<file path="config.mk">
export PLATFORM = sky130hd
export DESIGN_NAME = multi_queue_fifo
export DESIGN_NICKNAME = d
export VERILOG_FILES = /design/src/rtl/mq_pkg.sv /design/src/rtl/mq_lane.sv /design/src/rtl/multi_queue_fifo.sv
export SDC_FILE = /design/constraint.sdc
export NUM_CORES = 1
export LEC_CHECK = 0
export BUFFER_PORTS_ARGS = -buffer_cell sky130_fd_sc_hd__clkbuf_2
export CORE_UTILIZATION = 61
export DETAILED_ROUTE_END_ITERATION = 16
export HOLD_SLACK_MARGIN = 0.15
export PLACE_DENSITY_LB_ADDON = 0.1
export REMOVE_ABC_BUFFERS = 1
export SYNTH_ARGS = -nofsm -noshare
export SYNTH_HDL_FRONTEND = slang
export SYNTH_HIERARCHICAL = 1
export SYNTH_SLANG_ARGS = --single-unit
</file>
<file path="constraint.sdc">
create_clock -name clk -period 2.85 [get_ports clk]
set_input_delay 0.57 -clock clk [delete_from_list [all_inputs] [get_ports clk]]
set_output_delay 0.57 -clock clk [all_outputs]
set_load 0.01 [all_outputs]
</file>
<file path="src/rtl/mq_pkg.sv">
// Shared definitions for the multi-queue FIFO: width helpers and the request record.
package mq_pkg;

  localparam int MQ_MAX_QW    = 8;
  localparam int MQ_MAX_WIDTH = 64;

  // Request record sized for the widest supported configuration.
  typedef struct packed {
    logic                    valid;
    logic [MQ_MAX_QW-1:0]    qid;
    logic [MQ_MAX_WIDTH-1:0] data;
  } mq_req_t;

  function automatic int mq_qid_width(input int numQ);
    return (numQ > 1) ? $clog2(numQ) : 1;
  endfunction

  function automatic int mq_count_width(input int depth);
    return $clog2(depth + 1);
  endfunction

  function automatic int mq_ptr_width(input int depth);
    return (depth > 1) ? $clog2(depth) : 1;
  endfunction

endpackage

</file>
<file path="src/rtl/mq_lane.sv">
// One circular FIFO lane: storage, read/write pointers and occupancy count.
module mq_lane
  import mq_pkg::*;
#(
  parameter int DEPTH = 4,
  parameter int WIDTH = 32,
  parameter int CW    = mq_count_width(DEPTH)
) (
  input  logic             clk,
  input  logic             reset,
  input  logic             i_push,
  input  logic             i_pop,
  input  logic [WIDTH-1:0] i_data,
  output logic [WIDTH-1:0] o_head,
  output logic [CW-1:0]    o_count,
  output logic             o_full,
  output logic             o_empty
);

  localparam int PW = mq_ptr_width(DEPTH);

  logic [WIDTH-1:0] r_mem [DEPTH];
  logic [PW-1:0]    r_rptr;
  logic [PW-1:0]    r_wptr;
  logic [CW-1:0]    r_count;

  // Pointers wrap explicitly so DEPTH need not be a power of two.
  function automatic logic [PW-1:0] nextPtr(input logic [PW-1:0] ptr);
    return (ptr == PW'(DEPTH - 1)) ? '0 : ptr + 1'b1;
  endfunction

  always_ff @(posedge clk) begin
    if (reset) begin
      r_rptr  <= '0;
      r_wptr  <= '0;
      r_count <= '0;
    end else begin
      if (i_push) r_wptr <= nextPtr(r_wptr);
      if (i_pop)  r_rptr <= nextPtr(r_rptr);
      case ({i_push, i_pop})
        2'b10:   r_count <= r_count + 1'b1;
        2'b01:   r_count <= r_count - 1'b1;
        default: r_count <= r_count;
      endcase
    end
  end

  always_ff @(posedge clk) begin
    if (i_push && !reset) r_mem[r_wptr] <= i_data;
  end

  assign o_head  = r_mem[r_rptr];
  assign o_count = r_count;
  assign o_full  = (r_count == CW'(DEPTH));
  assign o_empty = (r_count == '0);

endmodule

</file>
<file path="src/rtl/multi_queue_fifo.sv">
// Bank of NUM_Q independent FIFOs behind one shared push port and one shared pop port.
module multi_queue_fifo
  import mq_pkg::*;
#(
  parameter  int NUM_Q = 3,
  parameter  int DEPTH = 4,
  parameter  int WIDTH = 32,
  localparam int QW    = mq_qid_width(NUM_Q),
  localparam int CW    = mq_count_width(DEPTH)
) (
  input  logic                clk,
  input  logic                reset,
  input  logic                push_valid,
  input  logic [QW-1:0]       push_qid,
  input  logic [WIDTH-1:0]    push_data,
  output logic                push_ready,
  input  logic                pop_req,
  input  logic [QW-1:0]       pop_qid,
  output logic                pop_valid,
  output logic [WIDTH-1:0]    pop_data,
  output logic [NUM_Q*CW-1:0] q_count,
  output logic [NUM_Q-1:0]    q_empty,
  output logic [NUM_Q-1:0]    q_full,
  output logic                err
);

  logic [NUM_Q-1:0] w_pushEn;
  logic [NUM_Q-1:0] w_popEn;
  logic [NUM_Q-1:0] w_full;
  logic [NUM_Q-1:0] w_empty;
  logic [WIDTH-1:0] w_head [NUM_Q];
  logic [CW-1:0]    w_count [NUM_Q];
  logic             w_pushReady;
  logic             w_popAccept;
  logic [WIDTH-1:0] w_popHead;

  logic             r_popValid;
  logic [WIDTH-1:0] r_popData;
  logic             r_err;

  // Out-of-range qids match no lane, so they are neither ready nor accepted.
  always_comb begin
    w_pushEn    = '0;
    w_popEn     = '0;
    w_pushReady = 1'b0;
    w_popAccept = 1'b0;
    w_popHead   = '0;
    for (int i = 0; i < NUM_Q; i++) begin
      if (push_qid == QW'(i) && !w_full[i]) begin
        w_pushReady = 1'b1;
        w_pushEn[i] = push_valid;
      end
      if (pop_qid == QW'(i) && !w_empty[i]) begin
        w_popAccept = pop_req;
        w_popEn[i]  = pop_req;
        w_popHead   = w_head[i];
      end
    end
  end

  always_ff @(posedge clk) begin
    if (reset) begin
      r_popValid <= 1'b0;
      r_popData  <= '0;
      r_err      <= 1'b0;
    end else begin
      r_popValid <= w_popAccept;
      if (w_popAccept) r_popData <= w_popHead;
      r_err <= (push_valid && !w_pushReady) || (pop_req && !w_popAccept);
    end
  end

  for (genvar g = 0; g < NUM_Q; g++) begin : g_lane
    mq_lane #(
      .DEPTH (DEPTH),
      .WIDTH (WIDTH),
      .CW    (CW)
    ) u_lane (
      .clk     (clk),
      .reset   (reset),
      .i_push  (w_pushEn[g]),
      .i_pop   (w_popEn[g]),
      .i_data  (push_data),
      .o_head  (w_head[g]),
      .o_count (w_count[g]),
      .o_full  (w_full[g]),
      .o_empty (w_empty[g])
    );
    assign q_count[g*CW +: CW] = w_count[g];
  end

  assign push_ready = w_pushReady;
  assign pop_valid  = r_popValid;
  assign pop_data   = r_popData;
  assign q_empty    = w_empty;
  assign q_full     = w_full;
  assign err        = r_err;

endmodule
</file>
**Yosys cells after proc, flatten, opt, wreduce, memory -nomap -nowiden**

Memories as Yosys holds them, arrays and structs flattened. A register that Yosys moved wholly into a read port is not among the register bits.
Index checks and enable logic that the tools add are counted.

- Bits in registers: 55
- Memory bits (writable): 384
- Bits of input ports: 40
- Output and inout bits: 50
- Memories: 3

Memories:

| memory | depth | bits a word | read ports | clocked after memory_dff | write ports | line | source |
|---|---|---|---|---|---|---|---|
| g_lane[0].u_lane.r_mem | 4 | 32 | 1 | 1 | 1 | mq_lane.sv:22 | `logic [WIDTH-1:0] r_mem [DEPTH];` |
| g_lane[1].u_lane.r_mem | 4 | 32 | 1 | 1 | 1 | mq_lane.sv:22 |  |
| g_lane[2].u_lane.r_mem | 4 | 32 | 1 | 1 | 1 | mq_lane.sv:22 |  |

- Add/subtract/negate cells: 12
- Equal/unequal tests: 19
- Mux-type cells: 35
- Reduce and logical (&&, ||, !) cells: 29

Operator list:

| operator | number |
|---|---|
| $mux W32 | 3 |
| $mux W2 | 12 |
| $eq A2 B2 Y1 const B | 11 |
| $pmux W3 S2 | 3 |
| $mux W1 | 17 |
| $add A2 B1 Y2 const B | 6 |
| $logic_and A1 B1 Y1 | 11 |
| $eq A2 B1 Y1 const B | 5 |
| $add A3 B1 Y3 const B | 3 |
| $eq A3 B3 Y1 const B | 3 |
| $logic_not A1 Y1 | 9 |
| $logic_not A3 Y1 | 3 |
| $sub A3 B1 Y3 const B | 3 |
| $reduce_bool A2 Y1 | 3 |
| $logic_not A2 Y1 | 2 |
| $logic_or A1 B1 Y1 | 1 |

**Longest topological paths before layout**

Gate-level depths: netlist (run 1).

- Depth after elaboration: 9
- Mapped depth: 11
- Depth with buffers taken out: 10

**Cells and area by module**

The synthesis (run 1) kept the hierarchy.

Modules (own cells, without submodules):

| module | times used | cells each | area each (µm²) | seq. area each (µm²) |
|---|---|---|---|---|
| mq_lane | 3 | 216 | 5,111.2 | 4,023.9 |
| multi_queue_fifo | 1 | 218 | 2,193.4 | 680.7 |

**Worst setup path after synthesis (run 1)**

No wires, ideal clock.

- Kind: register -> register
- Start point: register g_lane[2].u_lane.r_count[0]
- End point: memory g_lane[2].u_lane.r_mem[0][0] (enable)
- Arrival time: 2.276 ns
- Slack: 0.181 ns
- Stages on the path, launching flop included: 7
- Period minus slack after synthesis: 2.669 ns
- Path through: dfxtp_1 -> inv_1 -> and3_1 -> nor4bb_1 -> inv_1 -> nor2_1 -> and2_1

- Word-level cells in the longest chain between the ends: 7

Ends and longest elaborated chain:

| item | line | source |
|---|---|---|
| start, declared | mq_lane.sv:25 | `logic [CW-1:0] r_count;` |
| start signal, assigned | mq_lane.sv:41 | `2'b10: r_count <= r_count + 1'b1;` |
| start signal, assigned | mq_lane.sv:42 | `2'b01: r_count <= r_count - 1'b1;` |
| start signal, assigned | mq_lane.sv:43 | `default: r_count <= r_count;` |
| $eq A3 B3 Y1 | mq_lane.sv:54 | `assign o_full = (r_count == CW'(DEPTH));` |
| via q_full[2] | multi_queue_fifo.sv:23 | `output logic [NUM_Q-1:0] q_full,` |
| $logic_not A1 Y1 | multi_queue_fifo.sv:49 | `if (push_qid == QW'(i) && !w_full[i]) begin` |
| $logic_and A1 B1 Y1 | multi_queue_fifo.sv:49 |  |
| $mux W1 | multi_queue_fifo.sv:49 |  |
| via w_pushEn[2] | multi_queue_fifo.sv:27 | `logic [NUM_Q-1:0] w_pushEn;` |
| $logic_and A1 B1 Y1 | mq_lane.sv:49 | `if (i_push && !reset) r_mem[r_wptr] <= i_data;` |
| $mux W1 | mq_lane.sv:49 |  |
| $mux W1 (not written as such) | mq_lane.sv:49 |  |
| end, declared | mq_lane.sv:22 |  |

The timed path passes the listed nets, and every way through them passes these cells.

**Worst setup path after layout (run 1)**

- Start point: register g_lane[2].u_lane.r_count[0]
- End point: memory g_lane[2].u_lane.r_mem[2][24] (enable)

- Word-level cells in the longest chain between the ends: 7

Ends and longest elaborated chain:

| item | line |
|---|---|
| $eq A3 B3 Y1 | mq_lane.sv:54 |
| $logic_not A1 Y1 | multi_queue_fifo.sv:49 |
| $logic_and A1 B1 Y1 | multi_queue_fifo.sv:49 |
| $mux W1 | multi_queue_fifo.sv:49 |
| via w_pushEn[2] | multi_queue_fifo.sv:27 |
| $logic_and A1 B1 Y1 | mq_lane.sv:49 |
| $mux W1 | mq_lane.sv:49 |
| $mux W1 (not written as such) | mq_lane.sv:49 |

The timed path passes the listed nets, and every way through them passes these cells.

==> results of run 1 <==
[cells in the final DEF, fill, tap and decap left out, types with 2 or more instances in the layout]
| master | Yosys | routed |
|---|---|---|
| edfxtp_1 | 384 | 384 |
| mux4_2 | 90 | 90 |
| clkbuf_2 | 0 | 88 |
| nor2_1 | 60 | 60 |
| dfxtp_1 | 61 | 56 |
| clkbuf_16 | 0 | 46 |
| a221oi_1 | 32 | 32 |
| o2111ai_1 | 32 | 32 |
| o41ai_2 | 29 | 29 |
| buf_4 | 0 | 28 |
| inv_1 | 20 | 20 |
| ha_1 | 18 | 18 |
| clkinv_1 | 0 | 13 |
| clkbuf_1 | 29 | 12 |
| and2_2 | 0 | 12 |
| a21oi_1 | 10 | 10 |
| mux2i_1 | 9 | 9 |
| buf_12 | 9 | 9 |
| clkinv_2 | 0 | 7 |
| mux4_1 | 6 | 6 |
| xor2_1 | 6 | 6 |
| dfxtp_2 | 0 | 5 |
| o41ai_1 | 3 | 3 |
| clkbuf_8 | 0 | 3 |
| and3_1 | 3 | 3 |
| nor3_1 | 4 | 3 |
| nor3b_1 | 3 | 3 |
| o21ai_0 | 3 | 3 |
| or3_1 | 3 | 3 |
| fa_1 | 3 | 3 |
| nand2b_1 | 2 | 2 |
| and2_1 | 14 | 2 |
| nor4bb_1 | 2 | 2 |
| nor3b_4 | 0 | 2 |
[power breakdown]
group          switching (µW)  total (µW)  internal [µW]
sequential               22.5        7140           7120
combinational             341         496            155
clock                    2320        5440           3120
total                    2680       13100          10400
[registers in the layout (all words and copies together), names as in the netlist, named ones only]
register and cells:
g_lane.u_lane/r_mem 384, pop_data 32, g_lane.u_lane/o_count 9, g_lane.u_lane/r_rptr 6, g_lane.u_lane/r_wptr 6, err 1
pop_valid 1
[worst min-delay path, stage by stage]
cell and delay [ns]:
clkbuf_2 0.11, o221ai_1 0.09, a21oi_1 0.07
[final timing paths]
path	start	end	slack [ns]	cells after the start
hold / removal	push_valid	err$_SDFF_PP0_	0.36	3
hold reg to reg	g_lane[2].u_lane/o_count[2]$_SDFFE_PP0P_	g_lane[2].u_lane/o_count[2]$_SDFFE_PP0P_	0.52	2
setup reg to reg	g_lane[2].u_lane/o_count[0]$_SDFFE_PP0P_	g_lane[2].u_lane/r_mem[2][24]$_DFFE_PP_	0.21	7
setup / recovery	g_lane[2].u_lane/o_count[0]$_SDFFE_PP0P_	g_lane[2].u_lane/r_mem[2][24]$_DFFE_PP_	0.21	7
[cells by family (layout without fill, tap and decap cells)]
logic type / after synthesis / count (layout) / synth area share, %
flops: 445 / 445 / 72.76
compound gates: 113 / 113 / 6.589
buf+inv: 78 / 229 / 2.863
xor+xnor: 6 / 6 / 0.2998
mux: 107 / 107 / 13.13
simple gates: 96 / 96 / 2.734
fa+ha+maj: 21 / 21 / 1.628
[area by class of cell]
type | instances | area, µm²
timing repair buffer | 126 | 835.8
sequential | 445 | 12760
inverter | 20 | 75.07
multi-input combinational | 343 | 4310
fill | 1686 | 8190
clock buffer | 61 | 1237
clock inverter | 22 | 130.1
tap | 378 | 473.0
[stage by stage]
| stage | worst slack [ns] | std cells |
|---|---|---|
| after global placement | 0.2042 | 1312 |
| after CTS | 0.1787 | 1395 |
| final | 0.2058 | 1395 |
| after global routing | 0.004435 | 1395 |
| after floorplan | -1.011 | 808 |
| after detailed placement | 0.1813 | 1312 |
[metal layers]
metal | wire length [µm] | global-route usage [%]
met5 | 11 | 0
met4 | 1019 | 9.200
met3 | 3223 | 4.924
met2 | 19800 | 47.67
met1 | 15130 | 36.93
==> flow_summary.toml, run 1 <==
[sta]
finalSetupTns_ns = 0
hold_slack_ns = 0.3552
worst-slew-pin-transition_ns = 1.019
hold_viol_final = 0
maxSlewHeadroom_pct = 32.04
setup_viol = 0
drv_slew = 0
min_period_ns = 2.644
rsz0062_at_grt = "false"
clock-skew-final_ns = 0.01546
timing.fmax_mhz = 378.2
layout_worst_path_cycle_share_pct = 92.78

[logic_synthesis]
yosys-top-cells-count = "edfxtp_1 (384), mux4_2 (90), dfxtp_1 (61), nor2_1 (60)"
yosysTopAreaCell = "edfxtp_1"
synthFlopType = "edfxtp_1"
synth_area_um2 = 17530
yosysMostFrequentCell = "edfxtp_1"
netlist_top_cells_area = "edfxtp_1 (66%), mux4_2 (12%), dfxtp_1 (7.0%)"
syn_inst = 866
synth_cell_types = 37
ys_seq_elements = 445
synth.avg_cell_area_um2 = 20.24
synth_top_area_share_pct = 65.79
yosys_warnings = 6
async_flop_share_pct = 0
yosysSeqAreaShare_pct = 72.76
synth_edf_count = 384

[drt]
drtIter0Drc = 945
routed-via-count = 9118
ant_nets = 0
drc_errors = 0
wl_um = 39190
via_per_inst = 6.536
drt_first_pass_iters = 5
wl_per_cell_um = 28.09

[floorplanning]
die_w_um = 171.5
die_h_um = 171.5
ios = 90
core_um2 = 28010
row_count = 61
die-area_um2 = 29410
start_util_pct = 62.57

[cells_and_area]
postLayoutCellArea_um2 = 19820
finish.utilization_pct = 70.76
nets = 1042
drive_gt1_share_pct = 32.15
antenna_cells = 0
area_growth_pct = 13.09

[global_routing]
overflow = 0
grt_pass1_vias = 9553
grt_max_degree = 37
grt_use_total_pct = 28.01
antenna_found_initial = 1
grt_pass1_wl_um = 58370

[power]
totalPowerFinal_uw = 13080
irDropWorstVdd_mv = 0.5579
powerDensity_nw_per_um2 = 659.8
leakage_uw = 0.006497

[critical_path]
arrival_ns = 2.80
cp_top_family = "simple AND/OR/NAND/NOR gates"
crit_path_end_kind = "flip-flop"
crit_fanout = 32
critical-path-max-stage-delay_ns = 0.86
worst-setup-path-type = "flip-flop to flip-flop"
critical_path.most_common_cell = "inv_1"
worstPathCellList = "inv_1 > and3_1 > nor4bb_1 > buf_4 > inv_1 > nor2_1 > and2_2"
crit_path_start_kind = "flip-flop"
worst_ep_required_time_ns = 3.01
critical-path-slowest-cell = "and2_2"
cp.buffers_inverters = 3

[min_path]
min_path_type = "primary input to flip-flop"

[placement]
hpwl_um = 20720
routabilityCongestion = 0.7878
portBuffers = 89
placed_cell_area_um2 = 18450

[cts]
clkLatencyLatePin_ns = 0.54
clock_path_buffers = 3
htreeDepth = 2
cts_setup_buffers = 0
clkSinkCount = 445
cts_resized = 0
cts_tree = "done"
clk_pin_slew_ns = 0.06
cts_hold_buf = 0
cts_root_buf = "clkbuf_16"
cts_buffers = 45

[run]
maxCapViolations = 0

[run_status]
status = "finished clean"
Power figures use the tool's default switching activity.
==> run 2, diff against run 1 <==
==> constraint.sdc (replaced) <==
create_clock -name clk -period 2.85 [get_ports clk]
set_input_delay 0.1425 -clock clk [delete_from_list [all_inputs] [get_ports clk]]
set_output_delay 0.1425 -clock clk [all_outputs]
set_load 0.01 [all_outputs]
==> run 2 against run 1 <==
Against the previous run: setup slack got worse by 0.0024 ns; routed wire length increased by 1.2%; die area unchanged; cell count increased by 2.4%; combinational power increased by 8.5%; clock power about the same; largest power group unchanged.
==> flow_summary.toml, run 2 (same netlist as run 1, synthesis figures left out) <==
[critical_path]
crit_path_end_kind = "flip-flop"
reg2reg_slack_ns = 0.20
critical_path.most_common_cell = "inv_1"
crit_path_start_kind = "flip-flop"
worst-setup-path-type = "flip-flop to flip-flop"
worstPathCellList = "inv_1 > and3_1 > nor4bb_1 > inv_1 > ha_1 > inv_1 > fa_1 > xor2_1 > or3_1 > a21oi_1"
r2r_end = "g_lane[1].u_lane/o_count[2]$_SDFFE_PP0P_"
rr_worst_depth = 10
critical-path-slowest-cell = "nor4bb_1"
worst_ep_required_time_ns = 3.29
crit_start = "g_lane[1].u_lane/o_count[0]$_SDFFE_PP0P_"
critical-path-max-stage-delay_ns = 0.55
worstReg2RegStart = "g_lane[1].u_lane/o_count[0]$_SDFFE_PP0P_"
crit_fanout = 4
cp.buffers_inverters = 3
cp.depth = 10
critical_path.endpoint = "g_lane[1].u_lane/o_count[2]$_SDFFE_PP0P_"
arrival_ns = 3.09
cp_top_family = "simple AND/OR/NAND/NOR gates"

[sta]
drv_slew = 0
layout_worst_path_cycle_share_pct = 92.86
timing.fmax_mhz = 377.8
finalSetupTns_ns = 0
min_period_ns = 2.647
clock-skew-final_ns = 0.01686
rsz0062_at_grt = "false"
setup_ws_ns = 0.2034
maxSlewHeadroom_pct = 57.27
setup_viol = 0
hold_viol_final = 0
worst-slew-pin-transition_ns = 0.6360

[cts]
clkLatencyLatePin_ns = 0.53
htreeDepth = 2
clock_path_buffers = 3
cts_setup_buffers = 0
clkSinkCount = 445
cts_hold_buf = 39
cts_tree = "done"
cts_buffers = 43
cts_resized = 0
clk_pin_slew_ns = 0.06
cts_root_buf = "clkbuf_16"

[cells_and_area]
fillers = 1648
regArea_um2 = 12760
layout_common_cells = "edfxtp_1 (384), mux4_2 (90), clkbuf_2 (88), nor2_1 (60), dfxtp_1 (56)"
largest_reg_flops = 384
postLayoutCellArea_um2 = 20250
drive_gt1_share_pct = 30.89
multi_input_area_um2 = 4310
area_growth_pct = 15.54
nets = 1077
final_common_cell = "edfxtp_1"
largest-register = "g_lane.u_lane/r_mem"
stdcell_count = 1428

[min_path]
min_path_type = "primary input to flip-flop"

[global_routing]
grt_use_total_pct = 28.24
grt_pass1_wl_um = 59200
grt_pass1_vias = 9720
grt_use_met2_pct = 45.93
antenna_found_initial = 0
overflow = 0
grt_max_degree = 34
met1_usage_pct = 38.18
grt_use_met3_pct = 5.936
grt-busiest-layer = "met2"

[placement]
portBuffers = 89
placed_cell_area_um2 = 18530
routabilityCongestion = 0.8254
pre_cts_ws_ns = 0.2310
dp.cells = 1310
hpwl_um = 21510

[power]
powerDensity_nw_per_um2 = 646.1
leakage_uw = 0.006652
irDropWorstVdd_mv = 0.4676

[floorplanning]
row_count = 61
die_h_um = 171.5
start_util_pct = 62.57
die-area_um2 = 29410
die_w_um = 171.5
ios = 90
core_um2 = 28010

[drt]
drtIter0Drc = 981
wl_um = 39650
wl_per_cell_um = 27.77
ant_nets = 0
drc_errors = 0
routed-via-count = 9385
drt_first_pass_iters = 5
via_per_inst = 6.572

[run]
maxCapViolations = 0

[run_status]
status = "finished clean"
[run 2: cell type report]
cell class / instances / area share, %
sequential: 445 / 63.00
multi-input combinational: 343 / 21.29
timing repair buffer: 163 / 6.413
clock buffer: 59 / 5.758
tap: 378 / 2.335
clock inverter: 19 / 0.8217
inverter: 20 / 0.3707
antenna: 1 / 0.01236
[run 2: worst register-to-register path, delay by kind of cell, from the launching register on]
kind                       cells  cell delay, ns
and+or+nand+nor                3            1.08
adders and majority gates      2            0.47
DFF                            1            0.40
buffers and inverters          3            0.39
AOI/OAI and AO/OA              1            0.17
xor gates and xnor gates       1            0.08
[run 2: routing by layer]
layer	up-vias	routed length (µm)	part of all wire (%)
met1	4855	15340	39
met3	124	3295	8.3
li1	3923	-	-
met4	0	1284	3.2
met5	-	0	0
met2	483	19730	50
[run 2: worst min-delay path by stage]
| stage | startpoint | to | slack (ns) | depth (start not counted) |
|---|---|---|---|---|
| final | pop_req | flip-flop | 0.24 | 4 |
| after global routing | pop_req | flip-flop | 0.27 | 4 |
| after CTS | pop_req | flip-flop | 0.22 | 5 |
| after detailed placement | push_valid | err$_SDFF_PP0_ | 0.45 | 3 |
| after global placement | push_data[19] | g_lane[1].u_lane/r_mem[0][19]$_DFFE_PP_ | 0.47 | 1 |
| after floorplan | reset | err$_SDFF_PP0_ | 0.21 | 1 |
[run 2: metrics by stage]
step / util (%) / hold WS, ns / power (µW)
finish: 72.30 / 0.2361 / 13080
global placement: 66.14 / 0.4655 / 7739
floorplan: - / 0.2116 / 7493
detailed placement: 66.14 / 0.4480 / 7767
global route: 72.29 / 0.2666 / 13450
CTS: 72.29 / 0.2205 / 13150
[run 2: report_power, final]
group | total [µW] | switching, µW | internal [µW]
Combinational | 538 | 347 | 190
Clock | 5410 | 2270 | 3130
Sequential | 7140 | 23.4 | 7120
Total | 13100 | 2650 | 10400
